[config.mk]
export PLATFORM = sky130hd
export DESIGN_NAME = multi_shot_control
export DESIGN_NICKNAME = d
export VERILOG_FILES = /design/src/rtl/multi_shot_control_pkg.sv /design/src/rtl/shot_slot.sv /design/src/rtl/multi_shot_control.sv
export SDC_FILE = /design/constraint.sdc
export NUM_CORES = 1
export LEC_CHECK = 0
export BUFFER_PORTS_ARGS = -buffer_cell sky130_fd_sc_hd__clkbuf_2
export CAP_MARGIN = 20
export CORE_MARGIN = 1
export CORE_UTILIZATION = 50
export DETAILED_ROUTE_END_ITERATION = 12
export GPL_TIMING_DRIVEN = 1
export PLACE_DENSITY = 0.75
export SLEW_MARGIN = 20
export SYNTH_ARGS = -nofsm -noshare
export SYNTH_HDL_FRONTEND = slang
export SYNTH_SLANG_ARGS = --single-unit
[constraint.sdc]
create_clock -name clock -period 5.3 [get_ports clock]
set_clock_uncertainty 0.05 [all_clocks]
set_input_delay 0.265 -clock clock [delete_from_list [all_inputs] [get_ports clock]]
set_output_delay 0.265 -clock clock [all_outputs]
set_load 0.05 [all_outputs]
[src/rtl/multi_shot_control_pkg.sv]
// Shared screen geometry and default bounds for the paddle laser shot logic.
package multi_shot_control_pkg;
  localparam int DEF_WIDTH = 10;
  localparam int DEF_TOP   = 0;
  localparam int SCREEN_W  = 640;
  localparam int SCREEN_H  = 480;
endpackage

[src/rtl/shot_slot.sv]
// One laser shot slot: load on fire, climb SPEED px per tick, retire at top or on hit.
// Latency 1 cycle from load/hit to active change; no backpressure.
module shot_slot
  import multi_shot_control_pkg::*;
#(
  parameter int WIDTH = DEF_WIDTH,
  parameter int TOP   = DEF_TOP,
  parameter int SPEED = 1
) (
  input  logic             clock,
  input  logic             reset,
  input  logic             load,
  input  logic [WIDTH-1:0] load_x,
  input  logic [WIDTH-1:0] load_y,
  input  logic             hit,
  input  logic             tick,
  output logic [WIDTH-1:0] x,
  output logic [WIDTH-1:0] y,
  output logic             active
);
  // One extra bit so TOP+SPEED near the top of the range cannot wrap.
  localparam logic [WIDTH:0] MIN_Y = (WIDTH+1)'(TOP + SPEED);

  always_ff @(posedge clock) begin
    if (reset) begin
      active <= 1'b0;
      x      <= '0;
      y      <= '0;
    end else if (hit && active) begin
      active <= 1'b0;
    end else if (load) begin
      active <= 1'b1;
      x      <= load_x;
      y      <= load_y;
    end else if (tick && active) begin
      if ({1'b0, y} < MIN_Y)
        active <= 1'b0;
      else
        y <= y - WIDTH'(SPEED);
    end
  end
endmodule

[src/rtl/multi_shot_control.sv]
// Multi-slot laser shot controller: edge-detected fire into the lowest free slot, cooldown, step divider.
// Latency 1 cycle from rising shot to active/fired; refused requests pulse dropped, never queued.
module multi_shot_control
  import multi_shot_control_pkg::*;
#(
  parameter int N_SHOTS  = 4,
  parameter int WIDTH    = DEF_WIDTH,
  parameter int TOP      = DEF_TOP,
  parameter int SPEED    = 1,
  parameter int STEP_DIV = 1,
  parameter int COOLDOWN = 0
) (
  input  logic                     clock,
  input  logic                     reset,
  input  logic                     shot,
  input  logic [WIDTH-1:0]         in_x,
  input  logic [WIDTH-1:0]         in_y,
  input  logic [N_SHOTS-1:0]       hit,
  output logic [N_SHOTS*WIDTH-1:0] x,
  output logic [N_SHOTS*WIDTH-1:0] y,
  output logic [N_SHOTS-1:0]       active,
  output logic                     fired,
  output logic                     dropped
);
  localparam int DW = (STEP_DIV > 1) ? $clog2(STEP_DIV) : 1;
  localparam int CW = (COOLDOWN > 0) ? $clog2(COOLDOWN + 1) : 1;
  localparam logic [WIDTH:0] MIN_Y = (WIDTH+1)'(TOP + SPEED);

  logic               shot_prev;
  logic [DW-1:0]      div;
  logic [CW-1:0]      cool;
  logic               rise;
  logic               tick;
  logic               accept;
  logic               found;
  logic [N_SHOTS-1:0] load_sel;

  // Lowest-index free slot; a slot being hit this cycle is still active, so not free.
  always_comb begin
    load_sel = '0;
    found    = 1'b0;
    for (int i = 0; i < N_SHOTS; i++) begin
      if (!active[i] && !found) begin
        load_sel[i] = 1'b1;
        found       = 1'b1;
      end
    end
  end

  assign rise   = shot & ~shot_prev;
  assign tick   = (div == DW'(STEP_DIV - 1));
  assign accept = rise && (cool == '0) && found && ({1'b0, in_y} >= MIN_Y);

  always_ff @(posedge clock) begin
    if (reset) begin
      shot_prev <= 1'b0;
      div       <= '0;
      cool      <= '0;
      fired     <= 1'b0;
      dropped   <= 1'b0;
    end else begin
      shot_prev <= shot;
      div       <= tick ? '0 : div + 1'b1;
      if (accept)
        cool <= CW'(COOLDOWN);
      else if (cool != '0)
        cool <= cool - 1'b1;
      fired   <= accept;
      dropped <= rise && !accept;
    end
  end

  for (genvar g = 0; g < N_SHOTS; g++) begin : g_slot
    shot_slot #(
      .WIDTH(WIDTH),
      .TOP  (TOP),
      .SPEED(SPEED)
    ) u_slot (
      .clock (clock),
      .reset (reset),
      .load  (accept && load_sel[g]),
      .load_x(in_x),
      .load_y(in_y),
      .hit   (hit[g]),
      .tick  (tick),
      .x     (x[g*WIDTH +: WIDTH]),
      .y     (y[g*WIDTH +: WIDTH]),
      .active(active[g])
    );
  end
endmodule
Word level (Yosys, flattened, before mapping)
Cells that the tools add are included.
{"block": "word_totals", "wordCells": 122, "output_inout_bits": 86, "inputBits": 27, "regBits": 89}
{"block": "classes", "reduce_logical": 51, "n_addsub": 6, "n_eq_ne": 4, "n_mux": 31, "bitwise": 8, "order_cmp": 5}
{"op": "2-to-1 mux 10 bit", "count": 12}
{"op": "< comparator 10 x 1 -> 1 bit (second input constant)", "count": 4}
{"op": "subtractor 10 x 1 -> 10 bit (second input constant)", "count": 4}
{"op": "logical AND 1 bit", "count": 19}
{"op": "2-to-1 mux 1 bit", "count": 19}
{"op": "AND reduction 2 bit", "count": 8}
{"op": "nonzero test 2 bit", "count": 8}
{"op": "AND reduction 3 bit", "count": 4}
{"op": ">= comparator 10 x 1 -> 1 bit (second input constant)", "count": 1}
{"op": "OR reduction 2 bit", "count": 5}
{"op": "inequality test 2 x 1 -> 1 bit (second input constant)", "count": 4}
{"op": "inverter 1 bit", "count": 7}
{"op": "logical NOT 1 bit", "count": 6}
{"op": "OR reduction 3 bit", "count": 1}
{"op": "adder 1 bit (second input constant)", "count": 1}
{"op": "AND 1 bit", "count": 1}
{"op": "subtractor 1 bit (second input constant)", "count": 1}

Logic depth before layout (Yosys ltp)
{"block": "logic_depth", "depth_word": 14, "depth_mapped": 7, "mapped_depth_nobuf": 6}

Modules after synthesis
A second synthesis with hierarchy kept.
{"block": "unflattened", "cells_unflattened": 597, "hier_area_um2": 4740.8}
{"module": "shot_slot", "instances": 4, "seq_area_each_um2": 420.4, "area_per_inst_um2": 1127.3, "cells_per_inst": 143}
{"module": "multi_shot_control", "instances": 1, "seq_area_each_um2": 100.1, "area_per_inst_um2": 231.5, "cells_per_inst": 25}

Least setup slack after synthesis
No wires, ideal clock.
{"block": "synth_timing", "path_type": "register to register", "startpoint": "reg g_slot[1].u_slot.y[0]", "endpoint": "reg g_slot[1].u_slot.y[5]", "arrival_ns": 2.137, "setup_time_ns": 0.091, "path_stages_with_launch": 7, "n_path_buf": 0, "setup_slack_ns": 3.022, "synth_period_minus_slack_ns": 2.278, "required_ns": 5.159, "path_cell_list": "dfxtp_1 > inv_1 > ha_1 > nor3b_1 > nand3b_1 > or4b_2 > a311oi_1"}
{"block": "synth_between", "elab_chain_cells": 4, "word_cells_on_any_way": 7, "cone_classes": "add/sub: 1; order compare: 1; eq/ne: 1; mux: 3; reduce/logical: 1"}
{"element": "start, declared", "line": "shot_slot.sv:18", "rtl": "output logic [WIDTH-1:0] y,"}
{"element": "start signal, assigned", "line": "shot_slot.sv:34", "rtl": "y <= load_y;"}
{"element": "start signal, assigned", "line": "shot_slot.sv:39", "rtl": "y <= y - WIDTH'(SPEED);"}
{"element": "subtractor 10 x 1 -> 10 bit", "line": "shot_slot.sv:39"}
{"element": "2-to-1 mux 10 bit", "line": "shot_slot.sv:36", "rtl": "if ({1'b0, y} < MIN_Y)"}
{"element": "2-to-1 mux 10 bit", "line": "shot_slot.sv:35", "rtl": "end else if (tick && active) begin"}
{"element": "2-to-1 mux 10 bit", "line": "shot_slot.sv:31", "rtl": "end else if (load) begin"}
Several ways; a longest one is shown, not always the timed one. The select of a mux whose other input is x is not followed.
A chain may end at the register's enable or synchronous reset.

Worst setup path after layout
{"block": "layout_timing", "startpoint": "reg g_slot[0].u_slot.active", "endpoint": "reg g_slot[2].u_slot.y[2]"}
{"block": "layout_between", "elab_chain_cells": 13, "word_cells_on_any_way": 17, "cone_classes": "eq/ne: 1; mux: 6; reduce/logical: 10"}
{"element": "start, declared", "line": "shot_slot.sv:19", "rtl": "output logic active"}
{"element": "start signal, assigned", "line": "shot_slot.sv:26", "rtl": "active <= 1'b0;"}
{"element": "start signal, assigned", "line": "shot_slot.sv:30", "rtl": "active <= 1'b0;"}
{"element": "start signal, assigned", "line": "shot_slot.sv:32", "rtl": "active <= 1'b1;"}
{"element": "2-to-1 mux 1 bit or logical AND 1 bit (tied branches)", "line": "multi_shot_control.sv:43", "rtl": "if (!active[i] && !found) begin"}
{"element": "2-to-1 mux 1 bit *", "line": "multi_shot_control.sv:43"}
{"element": "logical NOT 1 bit", "line": "multi_shot_control.sv:43"}
{"element": "logical AND 1 bit", "line": "multi_shot_control.sv:43"}
{"element": "2-to-1 mux 1 bit", "line": "multi_shot_control.sv:43"}
{"element": "logical NOT 1 bit", "line": "multi_shot_control.sv:43"}
{"element": "logical AND 1 bit", "line": "multi_shot_control.sv:43"}
{"element": "2-to-1 mux 1 bit", "line": "multi_shot_control.sv:43"}
{"element": "logical AND 1 bit (2 in a row)", "line": "multi_shot_control.sv:52", "rtl": "assign accept = rise && (cool == '0) && found && ({1'b0, in_y} >= MIN_Y);"}
{"element": "logical AND 1 bit *", "line": "multi_shot_control.sv:81", "rtl": ".load (accept && load_sel[g]),"}
{"element": "inequality test 2 x 1 -> 1 bit (no source line) or nonzero test 2 bit (tied branches)"}
{"element": "AND reduction 3 bit (no source line)"}
{"element": "end signal, assigned", "line": "shot_slot.sv:34"}
{"element": "end signal, assigned", "line": "shot_slot.sv:39"}
{"element": "end, declared", "line": "shot_slot.sv:18"}
Every way passes the cells marked *; elsewhere a longest branch is shown, timed or not.

==> flow_summary.toml <==
[pwr]
powerDensity_nw_per_um2 = 268.1
switching_power_mw = 0.4200
pwr-share-seq_pct = 50.8
swShare_pct = 30.48
p_leak_nw = 1.932
ir_worst_vdd_v = 0.0001663
internal_power_mw = 0.9579
combPwrFrac_pct = 13.0
pwr-share-clk_pct = 36.3

[floorplan]
dieArea_um2 = 9158
die_h_um = 95.70
rows = 33
die-width_um = 95.70
start_util_pct = 52.63
ioPinCount = 113
core-area_um2 = 8341

[drt]
drt-vias-per-instance = 6.286
drt-pass1-iter-count = 5
avgRoutedWirePerCell_um = 17.59
finalWirelength_um = 12470
vias = 4457
ant_nets = 0
drcViolationCount = 0
drt_iter0_drc = 310

[cells_and_area]
multi_input_area_um2 = 2386
area.growth.synth_to_final_pct = 17.08
final_nets = 630
drive_gt1_share_pct = 24.83
fill_cells = 747
stdcell_count = 709
seq_area_um2 = 1782
antennaDiodeCount = 0
fin_area_um2 = 5139

[yosys]
synth_ff_type = "dfxtp_1"
ys_warn_count = 0
netlist_area_um2 = 4389
synth.avg_cell_area_um2 = 8.539
synth-edff-count = 0
synth_cell_types = 55
syn_inst = 514
synth-async-reset-ratio_pct = 0
synth_seq_cells = 89
yosys.area.top_type = "dfxtp_1"
synth_top_area_share_pct = 40.59
ys_seq_area_share_pct = 40.59
yosys-top-cells-area = "dfxtp_1, a21oi_1, nand3_1, mux2i_1, o21ai_0"

[timing]
min_period_over_period_pct = 52.03
min_period_ps = 2758
slew_headroom_pct = 32.26
rsz0062_at_grt = "false"
final_max_slew_viol_count = 0
hold_violations = 0
setup_violations = 0
setup_tns_ps = 0
fmax_ghz = 0.3626
worst_pin_slew_ps = 1014

[place]
dp_cells = 693
gp_congestion = 0.9416
placed_cell_area_um2 = 4927
portBuffers = 112
dpl.hpwl_um = 8574

[cts]
post-cts-setup-buffer-count = 0
ctsResizeCount = 0
clk_latency_ps = 360
cts_hold_buf = 0
cts_tree = "yes"
clk_pin_slew_ps = 100
htree_num_levels = 3
cts.sinks = 89
cts_max_path_buffers = 2
cts-root-buf = "clkbuf_8"
cts_buffers = 9

[critical_path]
start_kind = "flip-flop"
required_ps = 5500
arrival_ps = 2960
path_class = "flip-flop to flip-flop"
path_max_fanout = 20
end_kind = "flip-flop"
r2r_slack_ps = 2540

[global_route]
grt_pass1_wl_um = 18990
grt_use_total_pct = 27.13
gr-usage-met3_pct = 4.186
grt_max_degree = 49
grt_busiest_layer = "met2"
grt_pass1_vias = 3744
gr-total-overflow = 0
grtUsageMet1_pct = 38.21
grtUsageMet2_pct = 41.31
antenna_found_initial = 0

[worst_hold_path]
worstHoldPathType = "input port to flip-flop"

[job]
drv_cap = 0

[run_status]
status = "completed"
-- cell usage after synthesis (8+ instances only) --
| cell | count |
|---|---|
| a21oi_1 | 50 |
| a311oi_1 | 15 |
| buf_2 | 9 |
| clkbuf_1 | 21 |
| dfxtp_1 | 89 |
| inv_1 | 12 |
| mux2i_1 | 21 |
| nand2_1 | 15 |
| nand3_1 | 45 |
| nor2_1 | 22 |
| nor3_1 | 30 |
| nor4_1 | 8 |
| o21ai_0 | 37 |
| o31ai_1 | 19 |
| xnor2_1 | 8 |
-- critical path, stage by stage, from the launching register on --
cell and delay [ps]:
dfxtp_1 750, nand2_1 140, nor2_1 800, nand2_1 500, o221a_2 410
-- power by group through the flow --
| stage | logic [mW] | registers, mW | clock network [mW] |
|---|---|---|---|
| floorplan | 0.0857 | 0.751 | 0 |
| global placement | 0.174 | 0.713 | 0 |
| detailed placement | 0.176 | 0.714 | 0 |
| CTS | 0.176 | 0.699 | 0.497 |
| global route | 0.191 | 0.702 | 0.527 |
| finish | 0.179 | 0.700 | 0.500 |
-- cell type report --
type / instances / area share [%]
well taps: 105 / 2.557
inverters: 12 / 0.8766
repair buffers: 115 / 11.35
clock buffers: 9 / 2.411
flip-flops and latches: 89 / 34.67
clock inverters: 7 / 1.704
multi-input cells: 372 / 46.43
-- worst paths after layout --
check	start	end	cells after the start
min	hit[3]	g_slot[3].u_slot.active$_SDFFE_PP0P_	2
max	g_slot[0].u_slot.active$_SDFFE_PP0P_	g_slot[2].u_slot.y[2]$_SDFFE_PP0P_	4
max reg2reg	g_slot[0].u_slot.active$_SDFFE_PP0P_	g_slot[2].u_slot.y[2]$_SDFFE_PP0P_	4
min reg2reg	shot_prev$_SDFF_PP0_	dropped$_SDFF_PP0_	1
-- flip-flops by register name, summed over array words and instances (netlist names) --
name	cells
g_slot.u_slot.y	40
cool	1
g_slot.u_slot.x	40
g_slot.u_slot.active	4
fired	1
div	1
dropped	1
shot_prev	1
-- per-layer routing --
| layer | vias to the layer above | wire (um) | share of wire [%] |
|---|---|---|---|
| met2 | 186 | 5665 | 45 |
| met1 | 2122 | 5660 | 45 |
| met3 | 24 | 889 | 7.1 |
| met4 | 0 | 254 | 2.0 |
| met5 | - | 0 | 0 |
| li1 | 2125 | - | - |
-- layout by cell type, fill, tap and decap left out, types with 7 or more instances in the layout --
master    count
o21ai_0      37
nor2_1       22
nand3_1      45
o31ai_1      19
a311oi_1     15
mux2i_1      21
a211oi_1      7
a21oi_1      50
nand2_1      15
nor3_1       30
dfxtp_1      89
inv_1        12
xnor2_1       8
clkbuf_2    112
clkbuf_8      9
nor4_1        8
-- cell families (layout without fill, tap and decap cells) --
logic type,Yosys count,after routing,share of synthesized area [%]
simple gates,177,177,22.86
other cells,1,2,0.08544
flops,89,89,40.59
mux,21,21,4.789
fa+ha+maj,4,4,1.140
buf+inv,54,143,5.331
compound gates,160,160,23.60
xor+xnor,8,8,1.596
-- per-stage QoR --
stage	total power, mW	utilization (%)	hold slack [ps]	setup slack [ps]
floorplan	0.8365	-	293.9	3022
global placement	0.8876	59.08	391.5	2672
detailed placement	0.8897	59.08	396.5	2532
CTS	1.371	61.61	72.13	2601
global route	1.420	61.61	75.41	2426
finish	1.378	61.61	77.07	2542
Note: power is estimated with default switching activity, not from simulation.
